**config.mk**
```make
export PLATFORM = sky130hd
export DESIGN_NAME = uart_frame_receiver
export DESIGN_NICKNAME = d
export VERILOG_FILES = /design/src/rtl/uart_frame_receiver.sv
export SDC_FILE = /design/constraint.sdc
export NUM_CORES = 1
export LEC_CHECK = 0
export ABC_AREA = 1
export BUFFER_PORTS_ARGS = -buffer_cell sky130_fd_sc_hd__buf_2
export CORE_UTILIZATION = 40
export CTS_CLUSTER_SIZE = 28
export DETAILED_ROUTE_END_ITERATION = 8
export PLACE_DENSITY = 0.57
export SYNTH_ARGS = -nofsm -noshare
export SYNTH_HDL_FRONTEND = slang
export SYNTH_SLANG_ARGS = --single-unit
```
**constraint.sdc**
```tcl
create_clock -name clk -period 2.4 [get_ports clk]
set_clock_uncertainty 0.05 [all_clocks]
set_input_delay 0.12 -clock clk [delete_from_list [all_inputs] [get_ports clk]]
set_output_delay 0.12 -clock clk [all_outputs]
set_load 0.01 [all_outputs]
```
**src/rtl/uart_frame_receiver.sv**
```systemverilog
// UART 8N1 receive path: deserialises bytes from UART_RX and writes a frame of
// RAM_SIZE bytes into RAM through a one-cycle write strobe, then raises ready.
`timescale 1ns/1ps
module uart_frame_receiver #(
   parameter int CLK_FREQ  = 50000000,
   parameter int BAUD      = 115200,
   parameter int RAM_SIZE  = 28,
   parameter int ADDR_BITS = 5
) (
   input  logic                 clk,
   input  logic                 reset,
   input  logic                 UART_RX,
   input  logic                 start,
   output logic [ADDR_BITS-1:0] addr,
   output logic                 writeEnable,
   output logic [7:0]           dataOut,
   output logic                 ready,
   output logic                 frameError,
   output logic [2:0]           state_dbg
);

   localparam int CLKS_PER_BIT = CLK_FREQ / BAUD;
   localparam int HALF_BIT     = CLKS_PER_BIT / 2;
   localparam int CNT_BITS     = $clog2(CLKS_PER_BIT + 1);
   localparam logic [CNT_BITS-1:0]  BIT_LAST  = CNT_BITS'(CLKS_PER_BIT - 1);
   localparam logic [CNT_BITS-1:0]  HALF_LAST = CNT_BITS'(HALF_BIT - 1);
   localparam logic [ADDR_BITS-1:0] ADDR_LAST = ADDR_BITS'(RAM_SIZE - 1);

   typedef enum logic [2:0] {
      S_IDLE  = 3'd0,
      S_ARMED = 3'd1,
      S_START = 3'd2,
      S_DATA  = 3'd3,
      S_STOP  = 3'd4,
      S_WRITE = 3'd5
   } state_t;

   state_t              state;
   logic                rx_meta;
   logic                rx_s;
   logic [CNT_BITS-1:0] baud_cnt;
   logic [2:0]          bit_idx;
   logic [7:0]          shift_reg;
   logic                need_idle;

   assign state_dbg = state;

   // Write port: writeEnable is a one-cycle valid with no back-pressure (the RAM
   // always accepts); addr and dataOut are meaningful only while it is high.
   always_ff @(posedge clk or negedge reset) begin
      if (!reset) begin
         state       <= S_IDLE;
         rx_meta     <= 1'b1;
         rx_s        <= 1'b1;
         baud_cnt    <= '0;
         bit_idx     <= '0;
         shift_reg   <= '0;
         need_idle   <= 1'b0;
         addr        <= '0;
         writeEnable <= 1'b0;
         dataOut     <= '0;
         ready       <= 1'b1;
         frameError  <= 1'b0;
      end else begin
         rx_meta     <= UART_RX;
         rx_s        <= rx_meta;
         writeEnable <= 1'b0;
         case (state)
            S_IDLE: begin
               ready <= 1'b1;
               if (start) begin
                  addr       <= '0;
                  frameError <= 1'b0;
                  ready      <= 1'b0;
                  need_idle  <= 1'b0;
                  state      <= S_ARMED;
               end
            end
            S_ARMED: begin
               // After a bad stop bit the line may still be low (break), so wait
               // for it to return high before looking for the next start edge.
               if (need_idle) begin
                  if (rx_s) need_idle <= 1'b0;
               end else if (!rx_s) begin
                  baud_cnt <= '0;
                  state    <= S_START;
               end
            end
            S_START: begin
               if (baud_cnt == HALF_LAST) begin
                  baud_cnt <= '0;
                  if (!rx_s) begin
                     bit_idx <= '0;
                     state   <= S_DATA;
                  end else begin
                     state <= S_ARMED;
                  end
               end else begin
                  baud_cnt <= baud_cnt + 1'b1;
               end
            end
            S_DATA: begin
               if (baud_cnt == BIT_LAST) begin
                  baud_cnt  <= '0;
                  shift_reg <= {rx_s, shift_reg[7:1]};
                  if (bit_idx == 3'd7) state <= S_STOP;
                  else bit_idx <= bit_idx + 3'd1;
               end else begin
                  baud_cnt <= baud_cnt + 1'b1;
               end
            end
            S_STOP: begin
               if (baud_cnt == BIT_LAST) begin
                  baud_cnt <= '0;
                  if (rx_s) begin
                     writeEnable <= 1'b1;
                     dataOut     <= shift_reg;
                     state       <= S_WRITE;
                  end else begin
                     frameError <= 1'b1;
                     need_idle  <= 1'b1;
                     state      <= S_ARMED;
                  end
               end else begin
                  baud_cnt <= baud_cnt + 1'b1;
               end
            end
            S_WRITE: begin
               if (addr == ADDR_LAST) begin
                  ready <= 1'b1;
                  state <= S_IDLE;
               end else begin
                  addr  <= addr + 1'b1;
                  state <= S_ARMED;
               end
            end
            default: state <= S_IDLE;
         endcase
      end
   end

endmodule

```
Word level (Yosys, flattened, before mapping)
Cells that the tools add are included.
{"block": "op_classes", "n_reduce_logical": 16, "eq_ne": 21, "mux": 37, "n_addsub": 3}
{"operator": "$mux W3", "count": 12}
{"operator": "$mux W9", "count": 4}
{"operator": "$pmux W9 S3", "count": 1}
{"operator": "$ne A2 B2 Y1 const B", "count": 12}
{"operator": "$pmux W3 S6", "count": 1}
{"operator": "$mux W1", "count": 11}
{"operator": "$mux W5", "count": 2}
{"operator": "$pmux W5 S2", "count": 1}
{"operator": "$add A9 B1 Y9 const B", "count": 1}
{"operator": "$eq A3 B3 Y1 const B", "count": 3}
{"operator": "$eq A9 B8 Y1 const B", "count": 1}
{"operator": "$eq A9 B9 Y1 const B", "count": 1}
{"operator": "$reduce_and A3 Y1", "count": 3}
{"operator": "$reduce_and A4 Y1", "count": 2}
{"operator": "$reduce_and A7 Y1", "count": 1}
{"operator": "$eq A3 B2 Y1 const B", "count": 2}
{"operator": "$pmux W3 S2", "count": 1}
{"operator": "$reduce_bool A2 Y1", "count": 3}
{"operator": "$reduce_bool A3 Y1", "count": 2}
{"operator": "$add A5 B1 Y5 const B", "count": 1}
{"operator": "$eq A5 B5 Y1 const B", "count": 1}
{"operator": "$reduce_and A5 Y1", "count": 1}
{"operator": "$pmux W1 S2", "count": 2}
{"operator": "$reduce_and A2 Y1", "count": 2}
{"operator": "other kinds (6)", "count": 6}
{"block": "totals", "reg_bits": 42, "inputBits": 4, "word_cells": 89, "out_inout_bits": 19}

Logic depth before layout (Yosys ltp)
Gate-level depths: netlist of the first run.
{"block": "depth", "word_depth": 4, "mapped_depth": 10, "mapped_depth_nobuf": 10}

Worst setup path after synthesis of the first run
Ideal clock, no wire load.
{"block": "synth_timing", "kind": "register to register", "from": "reg baud_cnt[1]", "to": "reg dataOut[5]", "path_buffers": 1, "stages_incl_launch_ff": 11, "arrival_time_ns": 1.345, "setup_slack_ns": 0.888, "period_less_slack_ns": 1.512, "setup_time_ns": 0.118, "cell_sequence": "dfrtp_1 -> inv_1 -> ha_1 -> nand2_1 -> nor2_2 -> nand2_4 -> nor2_4 -> nand2_4 -> buf_6 -> nand2_1 -> o21ai_2"}
{"block": "synth_via", "elab_chain_cells": 2}
{"item": "start: declaration", "line_no": "41", "rtl": "logic [CNT_BITS-1:0] baud_cnt;"}
{"item": "start signal: assignment", "line_no": "99", "rtl": "baud_cnt <= baud_cnt + 1'b1;"}
{"item": "start signal: assignment", "line_no": "109", "rtl": "baud_cnt <= baud_cnt + 1'b1;"}
{"item": "start signal: assignment", "line_no": "125", "rtl": "baud_cnt <= baud_cnt + 1'b1;"}
{"item": "$eq A9 B9 Y1", "line_no": "113", "rtl": "if (baud_cnt == BIT_LAST) begin"}
{"item": "$reduce_and A3 Y1 (no line)"}
{"item": "end signal: assignment", "line_no": "117", "rtl": "dataOut <= shift_reg;"}
{"item": "end: declaration", "line_no": "16", "rtl": "output logic [7:0] dataOut,"}
No other way between the ends.
A chain may end at the register's enable or synchronous reset.

Final worst setup path of the first run
{"block": "layout_timing", "from": "reg state[2] (netlist: state_dbg[2])", "to": "reg state[0] (netlist: state_dbg[0])"}
{"block": "layout_via", "elab_chain_cells": 3, "elab_cells_between_ends": 15, "classes_between": "eq/ne (12); mux (1); reduce/logical (2)"}
{"item": "start: declaration", "line_no": "38", "rtl": "state_t state;"}
{"item": "start signal: assignment", "line_no": "52", "rtl": "state <= S_IDLE;"}
{"item": "start signal: assignment", "line_no": "76", "rtl": "state <= S_ARMED;"}
{"item": "start signal: assignment", "line_no": "86", "rtl": "state <= S_START;"}
{"item": "$eq A3 B2 Y1, or another cell as far along", "line_no": "68", "rtl": "case (state)"}
{"item": "$ne A2 B2 Y1 (no line)"}
{"item": "$reduce_and A7 Y1 (no line)"}
Parallel ways exist; a longest one is shown, timed or not.

==> results by group, run 1 <==
Synth
  • Yosys top cell by area: dfrtp_1
  • EDFF count, synth: 0
  • Synth cell types: 26
  • Top_reg_cell synth: dfrtp_1
  • Cells after Synth: 269
  • Area share of the largest cell type after synthesis: 44.0%
  • Post-Syn Nets: 279
  • Post-Syn Area: 2220 sq um
  • Synthesis-stage register bit count: 42
  • Synth cell count leaders: nand2_1 (76), dfrtp_1 (39), inv_1 (33), nand3_1 (32), nor2_1 (12)
  • Top post-synthesis cells by area: dfrtp_1 (44%), nand2_1 (13%), nand3_1 (7.2%), inv_1 (5.6%), dfstp_2 (3.6%)
  • Most common cell in the netlist: nand2_1
  • Sequential area share after synthesis: 47.6%
  • Async SR Flop Fraction: 100%
  • Synth warnings: 0
  • Mapped Avg Cell Area: 8.24 sq um

Worst setup path
  • R2R depth: 7
  • Critical Path, Cell by Cell: inv_2 > nand3_1 > a21oi_1 > nor2_1 > nand3_1 > nand2_1 > nand2_1
  • WP depth: 7
  • Startpoint types: flop
  • Critical path endpoint category: flop
  • Worst EP required: 2540 ps
  • Max stage delay on crit path: 490 ps
  • Critical path's slowest cell: dfrtp_1
  • Delay-heaviest family, CP: simple AND/OR/NAND/NOR gates
  • WS Path Type: flop to flop
  • Crit path max fanout: 6
  • Critical path buffer and inverter count: 1
  • Crit path DAT: 1730 ps

STA
  • F_max: 630 MHz
  • Setup_tns: 0 ps
  • Period minus WS final: 1590 ps
  • Final WS setup: 813 ps
  • Slew of the pin with the lowest slew margin: 931 ps
  • Fin crit share: 66.1%
  • RSZ-0062 raised after global routing: no
  • Final Max Slew Viols: 0
  • Slew HR: 38.0%
  • Final setup viols: 0
  • Final Hold Viols: 0

Pwr
  • PnR Total Power: 1190 uW
  • Peak VDD IR: 0.000314 V
  • Static leakage: 0.00127 uW
  • Power Density: 474 nW/um^2

Cells and area
  • Layout area overhead: 13.0%
  • Multi-input logic area: 1010 sq um
  • Register Area: 1050 sq um
  • Fill cells: 530
  • N_diodes: 0
  • Nets: 308
  • Max reg flops: 9
  • Layout cells sized above 1: 19.4%

Worst hold path
  • Worst Hold Class: input port to flop
  • Hold-critical path depth: 3

Detailed routing
  • Met3 wire len: 128 microns
  • Via density: 4.78
  • Routed WL: 4160 microns
  • Drt drc: 0
  • Vias post-DR: 1763
  • Avg WL per Cell: 11.3 microns
  • Met1 wire length: 2090 microns
  • Antenna Violating Nets Remaining: 0
  • Starting DRT DRC Count: 50
  • Met2 wire length: 1880 microns
  • DR top layer: met4
  • Drt pass-1 iters: 4

GRT
  • Vias in the first global route: 1679
  • Total gr overflow: 0
  • Initial antenna violation count: 0
  • First-pass GRT wire length: 7530 microns
  • GRT Total Usage: 16.2%
  • Largest net degree at the start of global routing: 43

Status
  • Status: completed

Floorplanning
  • Overall die area: 5840 sq um
  • Core Region: 5200 sq um
  • Die Width: 76.4 microns
  • Starting Density: 42.6%
  • Die Y: 76.4 microns
  • Io pins: 23
  • # rows: 26

Clock tree
  • Clk buf depth: 2
  • Reg clk slew, reported paths: 80 ps
  • CTS tree: done
  • Clock Latency Late Sink: 290 ps
  • Total clock sinks: 42
  • Postcts setup bufs: 0
  • Num CTS Buffers: 5
  • Root buffer cell: clkbuf_8
  • H-tree Lvls: 2
  • Post-cts resize count: 0
  • Hold_buf cts: 2

Place
  • Detail Placement HPWL: 3010 microns
  • Gpl congestion: 0.798
  • IO buf count: 22
  • Post-place setup slack: 801 ps

Run
  • Max Cap Viol: 0
-- placed cells by master, fill, tap and decap left out, drive strengths merged, types with 3 or more instances in the layout --
cell type,count
buf,22
clkbuf,5
nand4,6
nor2,19
xor2,5
nand3,33
ha,6
nand2,83
o21ai,28
dfrtp,39
inv,37
dfstp,3
-- worst reg2reg max path, cell delays in order (launching register included) --
cell     delay (ps)
dfrtp_1         490
inv_2           120
nand3_1         200
a21oi_1          80
nor2_1          260
nand3_1         160
nand2_1          90
nand2_1          50
-- cell families (layout without fill, tap and decap cells) --
family                   after synthesis  in the layout  share of synthesized area, %
AND/OR/NAND/NOR                      145            145                          31.2
flip-flops                            42             42                          47.6
buffers and inverters                 38             68                          6.83
AO/OA/AOI/OAI                         33             33                          8.98
adder cells (fa/ha/maj)                6              6                          3.39
XOR/XNOR                               5              5                          1.98
-- layout make-up --
class,count,area share [%]
multi-input combinational,189,40.3
sequential,42,42.1
clock buffer,5,2.75
timing repair buffer,24,5.19
clock inverter,3,0.749
inverter,36,5.39
tap,70,3.50
-- metal layers --
layer,track usage [%],vias up
li1,-,922
met1,21.5,811
met2,26.1,23
met3,3.47,7
met4,6.15,0
met5,0,-
-- metrics by stage --
| step | instance area (sq um) | instances | hold slack (ps) | utilization (%) |
|---|---|---|---|---|
| final | 2500 | 369 | 115 | 48.1 |
| after global routing | 2500 | 369 | 151 | 48.1 |
| after CTS | 2500 | 369 | 114 | 48.1 |
| after detailed placement | 2400 | 359 | 177 | 46.1 |
| after global placement | 2400 | 359 | 176 | 46.1 |
| after floorplan | 2220 | 269 | -226 | - |
-- worst paths after layout --
path	startpoint	to	slack (ps)
hold / removal	start	ready	110
hold reg to reg	rx_meta	rx_s	310
setup reg to reg	state_dbg[2]	state_dbg[0]	810
setup / recovery	state_dbg[2]	state_dbg[0]	810
max in group asynchronous	reset	baud_cnt[3]	1260
min in group asynchronous	reset	addr[3]	460
-- power breakdown --
| part | switching, uW | internal [uW] | total [uW] |
|---|---|---|---|
| Sequential | 1.25 | 710 | 711 |
| Combinational | 17.0 | 4.66 | 21.7 |
| Clock | 249 | 205 | 453 |
| Total | 267 | 920 | 1190 |
Power figures use the tool's default switching activity.
==> run 2, diff against run 1 <==
--- a/config.mk
+++ b/config.mk
@@ -5,7 +5,7 @@
 export SDC_FILE = /design/constraint.sdc
 export NUM_CORES = 1
 export LEC_CHECK = 0
-export ABC_AREA = 1
+export ABC_AREA = 0
 export BUFFER_PORTS_ARGS = -buffer_cell sky130_fd_sc_hd__buf_2
 export CORE_UTILIZATION = 40
 export CTS_CLUSTER_SIZE = 28
==> constraint.sdc (replaced) <==
create_clock -name clk -period 1.55 [get_ports clk]
set_clock_uncertainty 0.05 [all_clocks]
set_input_delay 0.0775 -clock clk [delete_from_list [all_inputs] [get_ports clk]]
set_output_delay 0.0775 -clock clk [all_outputs]
set_load 0.01 [all_outputs]
==> results by group, run 2 <==
Worst hold path
  • Worst Hold Class: input port to flop
  • Hold-critical path depth: 4 (+1)
  • Worst hold start: start
  • WHS Endpoint: frameError

Synth
  • Sequential area share after synthesis: 49.8% (+2.2 points)
  • Post-Syn Area: 2120 sq um (-4.5%)
  • EDFF count, synth: 0 (unchanged)
  • Cells after Synth: 181 (-33%)
  • Synth warnings: 0 (unchanged)
  • Top_reg_cell synth: dfrtp_1
  • Yosys top cell by area: dfrtp_1
  • Most common cell in the netlist: dfrtp_1
  • Synth cell count leaders: dfrtp_1 (39), mux2_2 (20), nand2_1 (15), o21ai_0 (14), nor2_1 (13)
  • Post-Syn Nets: 191 (-32%)
  • Mapped Avg Cell Area: 11.7 sq um (+42%)
  • Top post-synthesis cells by area: dfrtp_1 (46%), mux2_2 (11%), dfstp_2 (3.7%), ha_1 (3.5%), o21ai_0 (3.3%)
  • Synthesis-stage register bit count: 42 (unchanged)
  • Synth cell types: 53 (+100%)
  • Async SR Flop Fraction: 100% (unchanged)
  • Area share of the largest cell type after synthesis: 46.1% (+2.1 points)

Cells and area
  • Layout cells sized above 1: 48.2% (+29 points)
  • Fill cells: 451 (-15%)
  • Max reg flops: 9 (unchanged)
  • Most common cell after layout, fill and taps aside: buf_4
  • Final Util: 56.9% (+8.7 points)
  • Multi-input logic area: 1150 sq um (+14%)
  • Design area: 2900 sq um (+16%)
  • Register Area: 1060 sq um (+0.24%)
  • Commonest non-fill, non-tap cells in the layout: buf_4 (39), dfrtp_1 (37), buf_2 (22)
  • Layout area overhead: 37.2%
  • Nets: 260 (-16%)
  • N_diodes: 0 (unchanged)
  • Final cell count without fillers: 321 (-13%)

Detailed routing
  • Routed WL: 4530 microns (+8.9%)
  • Antenna Violating Nets Remaining: 0 (unchanged)
  • Via density: 5.15 (+7.8%)
  • Avg WL per Cell: 14.1 microns (+25%)
  • Drt drc: 0 (unchanged)
  • Vias post-DR: 1654 (-6.2%)
  • Drt pass-1 iters: 4 (unchanged)
  • Starting DRT DRC Count: 51 (+2.0%)

STA
  • Period minus WS final: 1850 ps (+266 ps)
  • Fin crit share: 120% (+53 points)
  • Final setup viols: 34 (+34)
  • Final Hold Viols: 0 (unchanged)
  • Slew HR: 67.4% (+29 points)
  • Final WS setup: -303 ps (-1120 ps)
  • Final Max Slew Viols: 0 (unchanged)
  • Slew of the pin with the lowest slew margin: 489 ps (-442 ps)
  • F_max: 540 MHz (-14%)
  • Setup_tns: -6850 ps (-6850 ps)
  • RSZ-0062 raised after global routing: yes

Floorplanning
  • Die Y: 74.8 microns (-2.2%)
  • Die Width: 74.8 microns (-2.2%)
  • Overall die area: 5590 sq um (-4.3%)
  • # rows: 26 (unchanged)
  • Starting Density: 41.5% (-1.1 points)
  • Core Region: 5110 sq um (-1.9%)
  • Io pins: 23 (unchanged)

GRT
  • Largest net degree at the start of global routing: 24 (-44%)
  • Initial antenna violation count: 0 (unchanged)
  • GRT Total Usage: 16.9% (+0.67 points)
  • First-pass GRT wire length: 7180 microns (-4.7%)
  • Total gr overflow: 0 (unchanged)
  • Vias in the first global route: 1591 (-5.2%)

Place
  • DP Area: 2660 sq um (+11%)
  • IO buf count: 22 (unchanged)
  • Detail Placement HPWL: 3290 microns (+9.3%)
  • Placed instance count: 305 (-15%)
  • Gpl congestion: 0.818 (+2.5%)

Pwr
  • Power Density: 1140 nW/um^2 (+140%)
  • Flop pwr share: 42.7% (-17 points)
  • Switch share: 33.3% (+11 points)
  • PnR Total Power: 3310 uW (+180%)
  • Internal power: 2210 uW (+140%)
  • Clock group share of total power: 22.4% (-16 points)
  • Static leakage: 0.00140 uW (+10%)
  • Combinational share of power: 34.9% (+33 points)
  • Net Sw Power: 1100 uW (+310%)
  • Peak VDD IR: 0.000632 V (+100%)

Clock tree
  • Num CTS Buffers: 5 (unchanged)
  • Reg clk slew, reported paths: 90 ps (about the same)
  • Clock Latency Late Sink: 290 ps (about the same)
  • CTS tree: done
  • Clk buf depth: 2 (unchanged)
  • H-tree Lvls: 2 (unchanged)
  • Total clock sinks: 42 (unchanged)
  • Root buffer cell: clkbuf_8

Worst setup path
  • R2R depth: 7 (unchanged)
  • FF-to-FF Start: baud_cnt[1]
  • R2R Setup Slk: -300 ps (-1120 ps)
  • WS Path Type: flop to flop
  • Crit path DAT: 1980 ps (+250 ps)
  • Crit path max fanout: 5 (-1)
  • Startpoint types: flop
  • Critical path endpoint category: flop
  • Critical R2R Capture: dataOut[2]
  • Worst EP required: 1670 ps (-870 ps)

Status
  • Status: complete, but fails checks
  • Failing checks: negative setup slack

Run
  • Max Cap Viol: 0 (unchanged)
-- run 2: changes by cell type after synthesis, sizes merged, moves of 5 or more --
cell,previous run,this run
nand2,83,15
inv,36,2
nand3,33,1
mux2,0,21
o21ai,28,17
nor2,19,14
-- run 2: worst max-delay path by stage --
stage / slack (ps) / endpoint / depth (start not counted) / from
6_report: -300 / dataOut[2] / 7 / baud_cnt[1]
4_1_cts: -280 / dataOut[0] / 7 / baud_cnt[1]
3_5_place_dp: -300 / state_dbg[1] / 8 / baud_cnt[1]
3_3_place_gp: -250 / state_dbg[1] / 8 / baud_cnt[1]
5_1_grt: -390 / dataOut[2] / 7 / baud_cnt[1]
2_1_floorplan: -230 / dataOut[1] / 6 / baud_cnt[0]
-- run 2: critical path: stages, from the launching register on --
cell,delay (ps)
dfrtp_1,400
inv_2,80
ha_4,130
nand4b_4,120
nor3b_4,230
and4_4,270
buf_6,130
mux2_2,330
-- run 2: what timing repair did --
item | in CTS | in global routing
buffers inserted | 3 | 4
endpoints found under the setup margin | 37 | 37
pin swaps | 4 | 2
hold buffers | 2 | 0
gates resized for setup | 15 | 12
endpoints found under the hold margin | 18 | 0
cloned | 0 | 1
-- run 2: metrics by stage --
stage | worst slack (ps) | hold WS (ps)
6_report | -303 | 83.2
4_1_cts | -279 | 79.5
3_5_place_dp | -299 | 27.2
3_3_place_gp | -248 | 9.91
5_1_grt | -393 | 99.4
2_1_floorplan | -230 | -268
-- run 2: logic make-up after synthesis --
kind of cell | after synthesis | share of synthesized area [%]
simple gates | 57 | 17.5
flops | 42 | 49.8
compound gates | 40 | 13.0
mux | 22 | 11.6
buf+inv | 9 | 2.42
fa+ha+maj | 6 | 3.55
xor+xnor | 5 | 2.07
-- run 2: cell type report --
cell class | instances | share of cell area [%]
inverters | 2 | 0.259
repair buffers | 69 | 17.5
clock inverters | 2 | 0.431
clock buffers | 6 | 2.84
flip-flops and latches | 42 | 36.4
well taps | 70 | 3.02
multi-input cells | 130 | 39.6
-- run 2: routing by layer --
metal  track usage, %  share of wire (%)  wire, microns
met2             28.7                 51           2310
met5                0                  0              0
met4             5.66                1.6             71
met1             21.6                 45           2030
met3             3.35                2.5            112
-- run 2: power groups by stage --
stage	sequential, uW	combinational, uW	clock, uW
CTS	1420	1120	762
floorplan	1450	578	0
finish	1410	1160	741
global placement	1420	1030	0
detailed placement	1430	1070	0
global route	1440	1280	795
